## config.mk

```make
export PLATFORM = sky130hd
export DESIGN_NAME = smd_multipad_encoder
export DESIGN_NICKNAME = d
export VERILOG_FILES = /design/src/rtl/smd_multipad_encoder.sv
export SDC_FILE = /design/constraint.sdc
export NUM_CORES = 1
export LEC_CHECK = 0
export ABC_AREA = 0
export BUFFER_PORTS_ARGS = -buffer_cell sky130_fd_sc_hd__buf_2
export CAP_MARGIN = 25
export CORE_UTILIZATION = 40
export DETAILED_ROUTE_END_ITERATION = 7
export PLACE_DENSITY = 0.63
export SLEW_MARGIN = 20
export SYNTH_ARGS = -nofsm -noshare
export SYNTH_HDL_FRONTEND = slang
export SYNTH_SLANG_ARGS = --single-unit
export TNS_END_PERCENT = 1
```

## constraint.sdc

```tcl
create_clock -name clk -period 4.8 [get_ports clk]
set_input_delay 0.24 -clock clk [delete_from_list [all_inputs] [get_ports clk]]
set_output_delay 0.24 -clock clk [all_outputs]
set_load 0.05 [all_outputs]
```

## src/rtl/smd_multipad_encoder.sv

```systemverilog
// Genesis/Mega Drive multi-port pad encoder: answers each console SELECT with 3/6-button data.
// Optional macro SMD_GLITCH_FILTER_EN adds a SELECT stability filter of FILTER_CYCLES clk.
module smd_multipad_encoder #(
    parameter int unsigned NUM_PORTS      = 2,
    parameter int unsigned TIMEOUT_CYCLES = 15000,
    parameter int unsigned FILTER_CYCLES  = 4
) (
    input  logic                    clk,
    input  logic                    rst_n,
    input  logic [NUM_PORTS-1:0]    sel,
    input  logic [NUM_PORTS-1:0]    six_en,
    input  logic [12*NUM_PORTS-1:0] btn,
    output logic [6*NUM_PORTS-1:0]  pad
);

    localparam int unsigned CNT_W = $clog2(TIMEOUT_CYCLES + 1);
    localparam int unsigned N_W   = 3;
    localparam logic [N_W-1:0] N_MAX = N_W'(5);

    for (genvar gi = 0; gi < NUM_PORTS; gi++) begin : g_port
        logic             s_meta;
        logic             s_sync;
        logic             s_cur;
        logic             s_new_c;
        logic             sel_edge_c;
        logic             fall_c;
        logic             expire_c;
        logic [N_W-1:0]   n_q;
        logic [N_W-1:0]   n_base_c;
        logic [N_W-1:0]   n_next_c;
        logic [N_W-1:0]   n_eff_c;
        logic [CNT_W-1:0] cnt_q;
        logic [11:0]      btn_q;
        logic [5:0]       pad_q;
        logic [5:0]       pad_next_c;

        // Two-flop synchroniser for the asynchronous console SELECT
        always_ff @(posedge clk or negedge rst_n) begin
            if (!rst_n) begin
                s_meta <= 1'b1;
                s_sync <= 1'b1;
            end else begin
                s_meta <= sel[gi];
                s_sync <= s_meta;
            end
        end

`ifdef SMD_GLITCH_FILTER_EN
        localparam int unsigned FLT_W = $clog2(FILTER_CYCLES + 1);
        logic [FLT_W-1:0] flt_q;
        logic             accept_c;

        // A new level is accepted only once it has outlasted the stability window
        assign accept_c = (s_sync != s_cur) && (flt_q == FLT_W'(FILTER_CYCLES));
        assign s_new_c  = accept_c ? s_sync : s_cur;

        always_ff @(posedge clk or negedge rst_n) begin
            if (!rst_n) begin
                flt_q <= '0;
            end else if ((s_sync == s_cur) || accept_c) begin
                flt_q <= '0;
            end else begin
                flt_q <= flt_q + FLT_W'(1);
            end
        end
`else
        assign s_new_c = s_sync;
`endif

        assign sel_edge_c = (s_new_c != s_cur);
        assign fall_c     = sel_edge_c & ~s_new_c;
        assign expire_c   = (cnt_q == '0);

        // Frame restart happens before the coincident edge is counted
        always_comb begin
            n_base_c = expire_c ? '0 : n_q;
            n_next_c = n_base_c;
            if (fall_c && (n_base_c != N_MAX)) begin
                n_next_c = n_base_c + N_W'(1);
            end
            n_eff_c = n_next_c;
            if (!six_en[gi] && (n_next_c > N_W'(1))) begin
                n_eff_c = N_W'(1);
            end

            pad_next_c = {btn_q[0], btn_q[1], btn_q[2], btn_q[3], btn_q[5], btn_q[6]};
            if (s_new_c) begin
                if (n_eff_c == N_W'(3)) begin
                    pad_next_c = {btn_q[10], btn_q[9], btn_q[8], btn_q[11], 2'b11};
                end
            end else begin
                case (n_eff_c)
                    N_W'(3): pad_next_c = {4'b0000, btn_q[4], btn_q[7]};
                    N_W'(4): pad_next_c = {4'b1111, btn_q[4], btn_q[7]};
                    default: pad_next_c = {btn_q[0], btn_q[1], 2'b00, btn_q[4], btn_q[7]};
                endcase
            end
        end

        always_ff @(posedge clk or negedge rst_n) begin
            if (!rst_n) begin
                s_cur <= 1'b1;
                n_q   <= '0;
                cnt_q <= CNT_W'(TIMEOUT_CYCLES);
                btn_q <= '1;
                pad_q <= '1;
            end else begin
                s_cur <= s_new_c;
                n_q   <= n_next_c;
                cnt_q <= (sel_edge_c || expire_c) ? CNT_W'(TIMEOUT_CYCLES) : cnt_q - CNT_W'(1);
                btn_q <= btn[12*gi +: 12];
                pad_q <= pad_next_c;
            end
        end

        assign pad[6*gi +: 6] = pad_q;
    end

endmodule

```

==> metrics.md, run 1 <==
| Metric | Value |
|---|---|
| Post-route setup slack | `0.844 ns` |
| Pre-antenna DRT Iters | `4` |
| RR Startpoint | `g_port[0].cnt_q[0]$_DFF_PN0_` |
| Clk slew on worst S/H paths | `0.08 ns` |
| Family with the most delay on the worst path | `simple AND/OR/NAND/NOR gates` |
| Chip Height | `90.9 um` |
| Worst slack, placed | `0.857 ns` |
| Antenna Cells | `0` |
| DR vias | `2139` |
| Min-Delay Path Class | `in -> reg` |
| Wirelength, routed | `5.68 mm` |
| Static leakage | `0.00166 uW` |
| Worst min-delay path startpoint | `six_en[0]` |
| Share of layout cells above drive strength 1 | `0.363` |
| Cts bufs inserted | `9` |
| Routability Congestion | `0.775` |
| Global-route usage over all layers | `0.154` |
| Mapped Area | `0.00316 mm2` |
| Post-Syn Nets | `307` |
| CORE AREA | `0.00769 mm2` |
| Clock tree sinks | `76` |
| Slew Viols, Final | `0` |
| Final period utilization | `0.824` |
| Final Hold Vio Count | `0` |
| Final setup vio count | `0` |
| ANT nets after route | `0` |
| PwrDens | `441 mW/mm2` |
| Outcome | `completed` |
| First-pass GRT wire length | `9.97 mm` |
| Synth Register Bits | `76` |
| Fin area | `0.00397 mm2` |
| Sw Share | `0.302` |
| Area post-placement | `0.00347 mm2` |
| Core Rows | `32` |
| Final #Nets | `380` |
| Int Pwr | `1220 uW` |
| Fin crit period | `3.96 ns` |
| Cell with the largest stage delay on the worst path | `or4b_2` |
| Setup TNS Final | `0 ns` |
| Drt drc | `0` |
| Clk buf depth | `2` |
| H-tree depth | `3` |
| Clock power frac | `0.314` |
| Grt ovf | `0` |
| Fill cell count | `705` |
| Crit. End Element | `flip-flop` |
| Post-synth EDFFs | `0` |
| Synth warnings | `0` |
| Critical Path AT | `4.22 ns` |
| Total of max-cap violations | `0` |
| Relative max-transition margin | `0.585` |
| Num ports | `42` |
| Register area share after synthesis | `0.623` |
| Dpl hpwl | `3.70 mm` |
| Crit-path most repeated cell | `ha_1` |
| CTS tree | `yes` |
| Worst Setup SP | `g_port[0].cnt_q[0]$_DFF_PN0_` |
| Number of DRC markers in iteration 0 | `56` |
| Clk_skew | `0.0110 ns` |
| Cells along the critical path | `inv_1 -> ha_1 -> or3b_2 -> or4b_2 -> and2_1 -> ha_1 -> a21boi_0 -> and4b_1 -> o2111ai_2 -> mux2i_1 -> o21ai_0` |
| Largest net degree at the start of global routing | `55` |
| Switching power | `529 uW` |
| Syn Inst Count | `269` |
| Worst endpoint required time | `5.07 ns` |
| Max VDD drop | `0.254 mV` |
| Clk Tree Root Cell | `clkbuf_8` |
| Combinational fraction of design power | `0.223` |
| FMAX | `253 MHz` |
| RSZ-0062 raised after global routing | `no` |
| Mean post-synth cell area | `11.8 um2` |
| Initial Util | `0.411` |
| Area grow syn2layout | `25.5%` |
| Layout Utilization | `0.516` |
| Synth async-reset ratio | `1.00` |
| Die area | `0.00827 mm2` |
| DR vias/cell | `4.76` |
| CP peak stage delay | `0.84 ns` |
| Critical path class | `reg -> reg` |
| Share of power burned in registers | `0.463` |
| Bufs and invs on worst path | `1` |
| Die width | `90.9 um` |
| Post-synth cell types | `46` |
| Initial antenna violation count | `0` |
| Ys flop type | `dfstp_2` |
| Skew-Pair Late Insertion Delay | `0.34 ns` |
| Crit-path max FO | `12` |
| IO buf count | `41` |
| WL per Instance | `12.7 um` |
| Startpoint types | `flip-flop` |
| Vias in the first global route | `2276` |
| Worst slew pin tran | `0.622 ns` |
==> cell usage after synthesis (2+ instances only) <==
cell type   n  share of area
dfstp_2    56           0.47
nor2_1     33          0.039
nand2_1    26          0.031
dfrtp_1    20           0.16
xnor2_1    14          0.039
inv_1      13          0.015
o21ai_0    10          0.016
ha_1        8          0.032
nand3_1     7          0.011
a21oi_1     6         0.0095
nor3_1      6         0.0095
xor2_1      6          0.017
clkbuf_1    5         0.0059
or4_1       5          0.012
and2_1      4         0.0079
mux2i_1     4          0.013
or3_1       4         0.0079
nor4_1      3         0.0059
o41ai_1     3         0.0083
or2_2       3         0.0059
a21o_1      2         0.0047
a22oi_1     2         0.0047
a31oi_1     2         0.0040
nand2b_1    2         0.0040
o21ai_1     2         0.0032
o31ai_1     2         0.0047
or3b_2      2         0.0055
==> worst paths after layout <==
check | end | slack, ns | depth (start not counted)
max | g_port[0].pad_q[3]$_DFF_PN1_ | 0.84 | 11
min | g_port[0].pad_q[0]$_DFF_PN1_ | 0.28 | 3
max reg2reg | g_port[0].pad_q[3]$_DFF_PN1_ | 0.84 | 11
min reg2reg | g_port[1].s_new_c$_DFF_PN1_ | 0.36 | 0
max in group asynchronous | g_port[0].n_q[1]$_DFF_PN0_ | 3.39 | 3
min in group asynchronous | g_port[1].cnt_q[6]$_DFF_PN0_ | 0.40 | 2
==> worst min-delay path, delay by kind of cell <==
kind	cells	cell delay (ns)
buf+inv	1	0.12
compound gates	2	0.27
==> layout make-up <==
cell class / instances / area [um2] / area share
clock buffer: 10 / 138 / 0.0347
timing repair buffer: 69 / 483 / 0.122
inverter: 13 / 48.8 / 0.0123
sequential: 76 / 1970 / 0.497
clock inverter: 6 / 92.6 / 0.0233
multi-input combinational: 173 / 1110 / 0.279
tap: 102 / 128 / 0.0322
==> power by group through the flow <==
stage,Sequential (uW),Combinational [uW],Clock [uW]
finish,810,391,549
global route,821,435,593
CTS,810,395,568
detailed placement,819,376,0
global placement,816,369,0
floorplan,870,229,0
==> what timing repair did <==
item                                   CTS  global route
setup endpoints to repair                0             0
endpoints found under the hold margin   37             0
hold buffers                            27             0
buffers inserted                         0             0
gates resized for setup                  0             0
==> cell usage in the layout (no fill, tap or decap), types with 5 or more instances in the layout <==
cell	instances
xnor2_1	14
nor2_1	33
dlygate4sd3_1	27
clkbuf_8	10
nand2_1	26
dfstp_2	56
o21ai_0	10
nor3_1	6
buf_2	41
dfrtp_1	20
nand3_1	7
or4_1	5
a21oi_1	6
xor2_1	6
inv_1	13
ha_1	8
==> flip-flops by register name, indices dropped and copies added (netlist names) <==
register        count
g_port.cnt_q       28
g_port.btn_q       24
g_port.pad_q       12
g_port.n_q          6
g_port.s_cur        2
g_port.s_meta       2
g_port.s_new_c      2
==> routing by layer <==
layer  global-route usage  vias up  share of wire
met4               0.0595        0          0.013
met5                    0        -              0
met3               0.0488       10          0.042
met1                0.176     1031           0.43
li1                     -     1061              -
met2                0.268       37           0.52
==> metrics by stage <==
stage / hold WS (ns) / cells / total power, uW
after floorplan: -0.0556 / 269 / 1100
after detailed placement: 0.251 / 406 / 1190
after global placement: 0.249 / 406 / 1190
final: 0.284 / 449 / 1750
after global routing: 0.286 / 449 / 1850
after CTS: 0.272 / 449 / 1770
==> logic make-up after synthesis <==
| family | count (synthesis) | synth area share |
|---|---|---|
| AOI/OAI and AO/OA | 37 | 0.0811 |
| DFF | 76 | 0.623 |
| and+or+nand+nor | 103 | 0.166 |
| muxes | 5 | 0.0162 |
| buffers and inverters | 20 | 0.0265 |
| xor gates and xnor gates | 20 | 0.0554 |
| adders and majority gates | 8 | 0.0316 |
No activity file was read; power rests on OpenSTA's default activity.
==> run 2, diff against run 1 <==
--- a/config.mk
+++ b/config.mk
@@ -10,7 +10,7 @@
 export CAP_MARGIN = 25
 export CORE_UTILIZATION = 40
 export DETAILED_ROUTE_END_ITERATION = 7
-export PLACE_DENSITY = 0.63
+export PLACE_DENSITY = 0.65
 export SLEW_MARGIN = 20
 export SYNTH_ARGS = -nofsm -noshare
 export SYNTH_HDL_FRONTEND = slang
==> constraint.sdc (replaced) <==
create_clock -name clk -period 3.5 [get_ports clk]
set_input_delay 0.175 -clock clk [delete_from_list [all_inputs] [get_ports clk]]
set_output_delay 0.175 -clock clk [all_outputs]
set_load 0.05 [all_outputs]
==> metrics.md, run 2 (synthesis gave the netlist of run 1 again) <==
| Metric | Value |
|---|---|
| Final #Nets | `384` |
| Clk slew on worst S/H paths | `0.08 ns` |
| Clock tree sinks | `76` |
| Initial antenna violation count | `0` |
| Most common cell after layout, fill and taps aside | `dfstp_2` |
| Area post-placement | `0.00353 mm2` |
| Die width | `90.9 um` |
| First-pass GRT wire length | `10.5 mm` |
| Drt drc | `0` |
| Worst endpoint required time | `3.77 ns` |
| Final setup vio count | `0` |
| Fin area | `0.00406 mm2` |
| Area grow syn2layout | `28.5%` |
| Chip Height | `90.9 um` |
| Relative max-transition margin | `0.496` |
| Min-Delay Path Class | `in -> reg` |
| Routability Congestion | `0.800` |
| Clk_skew | `0.0105 ns` |
| CTS tree | `yes` |
| Biggest register | `g_port.cnt_q` |
| ANT nets after route | `0` |
| Skew-Pair Late Insertion Delay | `0.35 ns` |
| Num ports | `42` |
| Share of layout cells above drive strength 1 | `0.382` |
| Worst Setup SP | `g_port[1].cnt_q[6]$_DFF_PN0_` |
| Largest net degree at the start of global routing | `44` |
| Setup TNS Final | `0 ns` |
| CORE AREA | `0.00769 mm2` |
| DR vias | `2181` |
| Most frequent cells in the layout | `dfstp_2 (56), buf_2 (41), nor2_1 (33)` |
| Cts bufs inserted | `9` |
| Max reg flops | `28` |
| PwrDens | `616 mW/mm2` |
| Final Hold Vio Count | `0` |
| Outcome | `completed` |
| Global-route usage over all layers | `0.166` |
| Number of DRC markers in iteration 0 | `79` |
| Clk Tree Root Cell | `clkbuf_8` |
| Core Rows | `32` |
| Critical path class | `reg -> reg` |
| Vias in the first global route | `2304` |
| Antenna Cells | `0` |
| Wirelength, routed | `6.07 mm` |
| Initial Util | `0.411` |
| Clk buf depth | `2` |
| Static leakage | `0.00170 uW` |
| FMAX | `307 MHz` |
| WL per Instance | `13.4 um` |
| Total of max-cap violations | `0` |
| Fin crit period | `3.26 ns` |
| H-tree depth | `3` |
| RR Startpoint | `g_port[1].cnt_q[6]$_DFF_PN0_` |
| Crit-path max FO | `8` |
| Startpoint types | `flip-flop` |
| Dpl hpwl | `4.04 mm` |
| Final period utilization | `0.931` |
| Crit. End Element | `flip-flop` |
| Grt ovf | `0` |
| Pre-antenna DRT Iters | `4` |
| Critical Path AT | `3.53 ns` |
| Slew Viols, Final | `0` |
| Worst slew pin tran | `0.756 ns` |
| RSZ-0062 raised after global routing | `no` |
| Reg2Reg Setup Slack | `0.24 ns` |
| Regs by FF count | `g_port.cnt_q: 28 flops, g_port.btn_q: 24 flops, g_port.pad_q: 12 flops` |
| Max VDD drop | `0.307 mV` |
| Die area | `0.00827 mm2` |
| IO buf count | `41` |
| DR vias/cell | `4.81` |
| Worst min-delay path startpoint | `six_en[0]` |
==> run 2: changes by cell type in the layout (fill, tap and decap cells not counted), sizes merged <==
| cell | delta |
|---|---|
| buf | +4 |
| clkbuf | +1 |
| inv | -1 |
==> run 2: path summary, 6_finish.rpt <==
| kind | end | cells after the start |
|---|---|---|
| worst max-delay path | g_port[1].pad_q[3]$_DFF_PN1_ | 9 |
| min in group asynchronous | g_port[1].cnt_q[2]$_DFF_PN0_ | 2 |
| worst min register to register | g_port[0].s_new_c$_DFF_PN1_ | 0 |
| worst min-delay path | g_port[0].pad_q[0]$_DFF_PN1_ | 3 |
| worst max register to register | g_port[1].pad_q[3]$_DFF_PN1_ | 9 |
| max in group asynchronous | g_port[0].pad_q[5]$_DFF_PN1_ | 3 |
==> run 2: where the power goes <==
group	leakage, uW	internal [uW]	switching [uW]	total [uW]
logic	0.000721	237	338	575
clock network	0.000127	473	338	811
registers	0.000847	1030	88.4	1120
==> run 2: area by class of cell <==
type / count / area [um2]
Fill cell: 680 / 3620
Multi-Input combinational cell: 173 / 1140
Tap cell: 102 / 128
Clock buffer: 11 / 163
Timing Repair Buffer: 73 / 526
Clock inverter: 5 / 88.8
Inverter: 13 / 48.8
Sequential cell: 76 / 1970
==> run 2: metrics by stage <==
step                      utilization  instances  setup slack, ns  total power, uW  hold WS (ns)
after floorplan                     -        269           0.0154             1520        -0.121
after global placement          0.459        410            0.239             1650         0.280
after detailed placement        0.459        410            0.129             1670         0.282
after CTS                       0.527        453            0.110             2520         0.189
after global routing            0.529        453           0.0113             2630         0.185
final                           0.529        453            0.240             2500         0.204
==> run 2: critical path: stages (launching register included) <==
cell and delay (ns):
dfrtp_1 0.41, or4_1 0.61, or4_4 0.61, and2_1 0.20, ha_1 0.26, nand2b_1 0.11
o211ai_1 0.13, nor4b_4 0.51, mux2i_1 0.25, o21ai_1 0.09
==> run 2: what timing repair did <==
action | CTS | global route
endpoints found under the setup margin | 0 | 4
hold buffers | 27 | 0
endpoints found under the hold margin | 40 | 0
resized for setup | 0 | 4
setup buffers | 0 | 0
==> run 2: layer usage <==
metal  global-route usage  routed length, um  vias up
li1                     -                  -     1066
met1                0.193               2640     1074
met2                0.282               3170       34
met3               0.0547                177        7
met4               0.0688                 82        0
met5                    0                  0        -
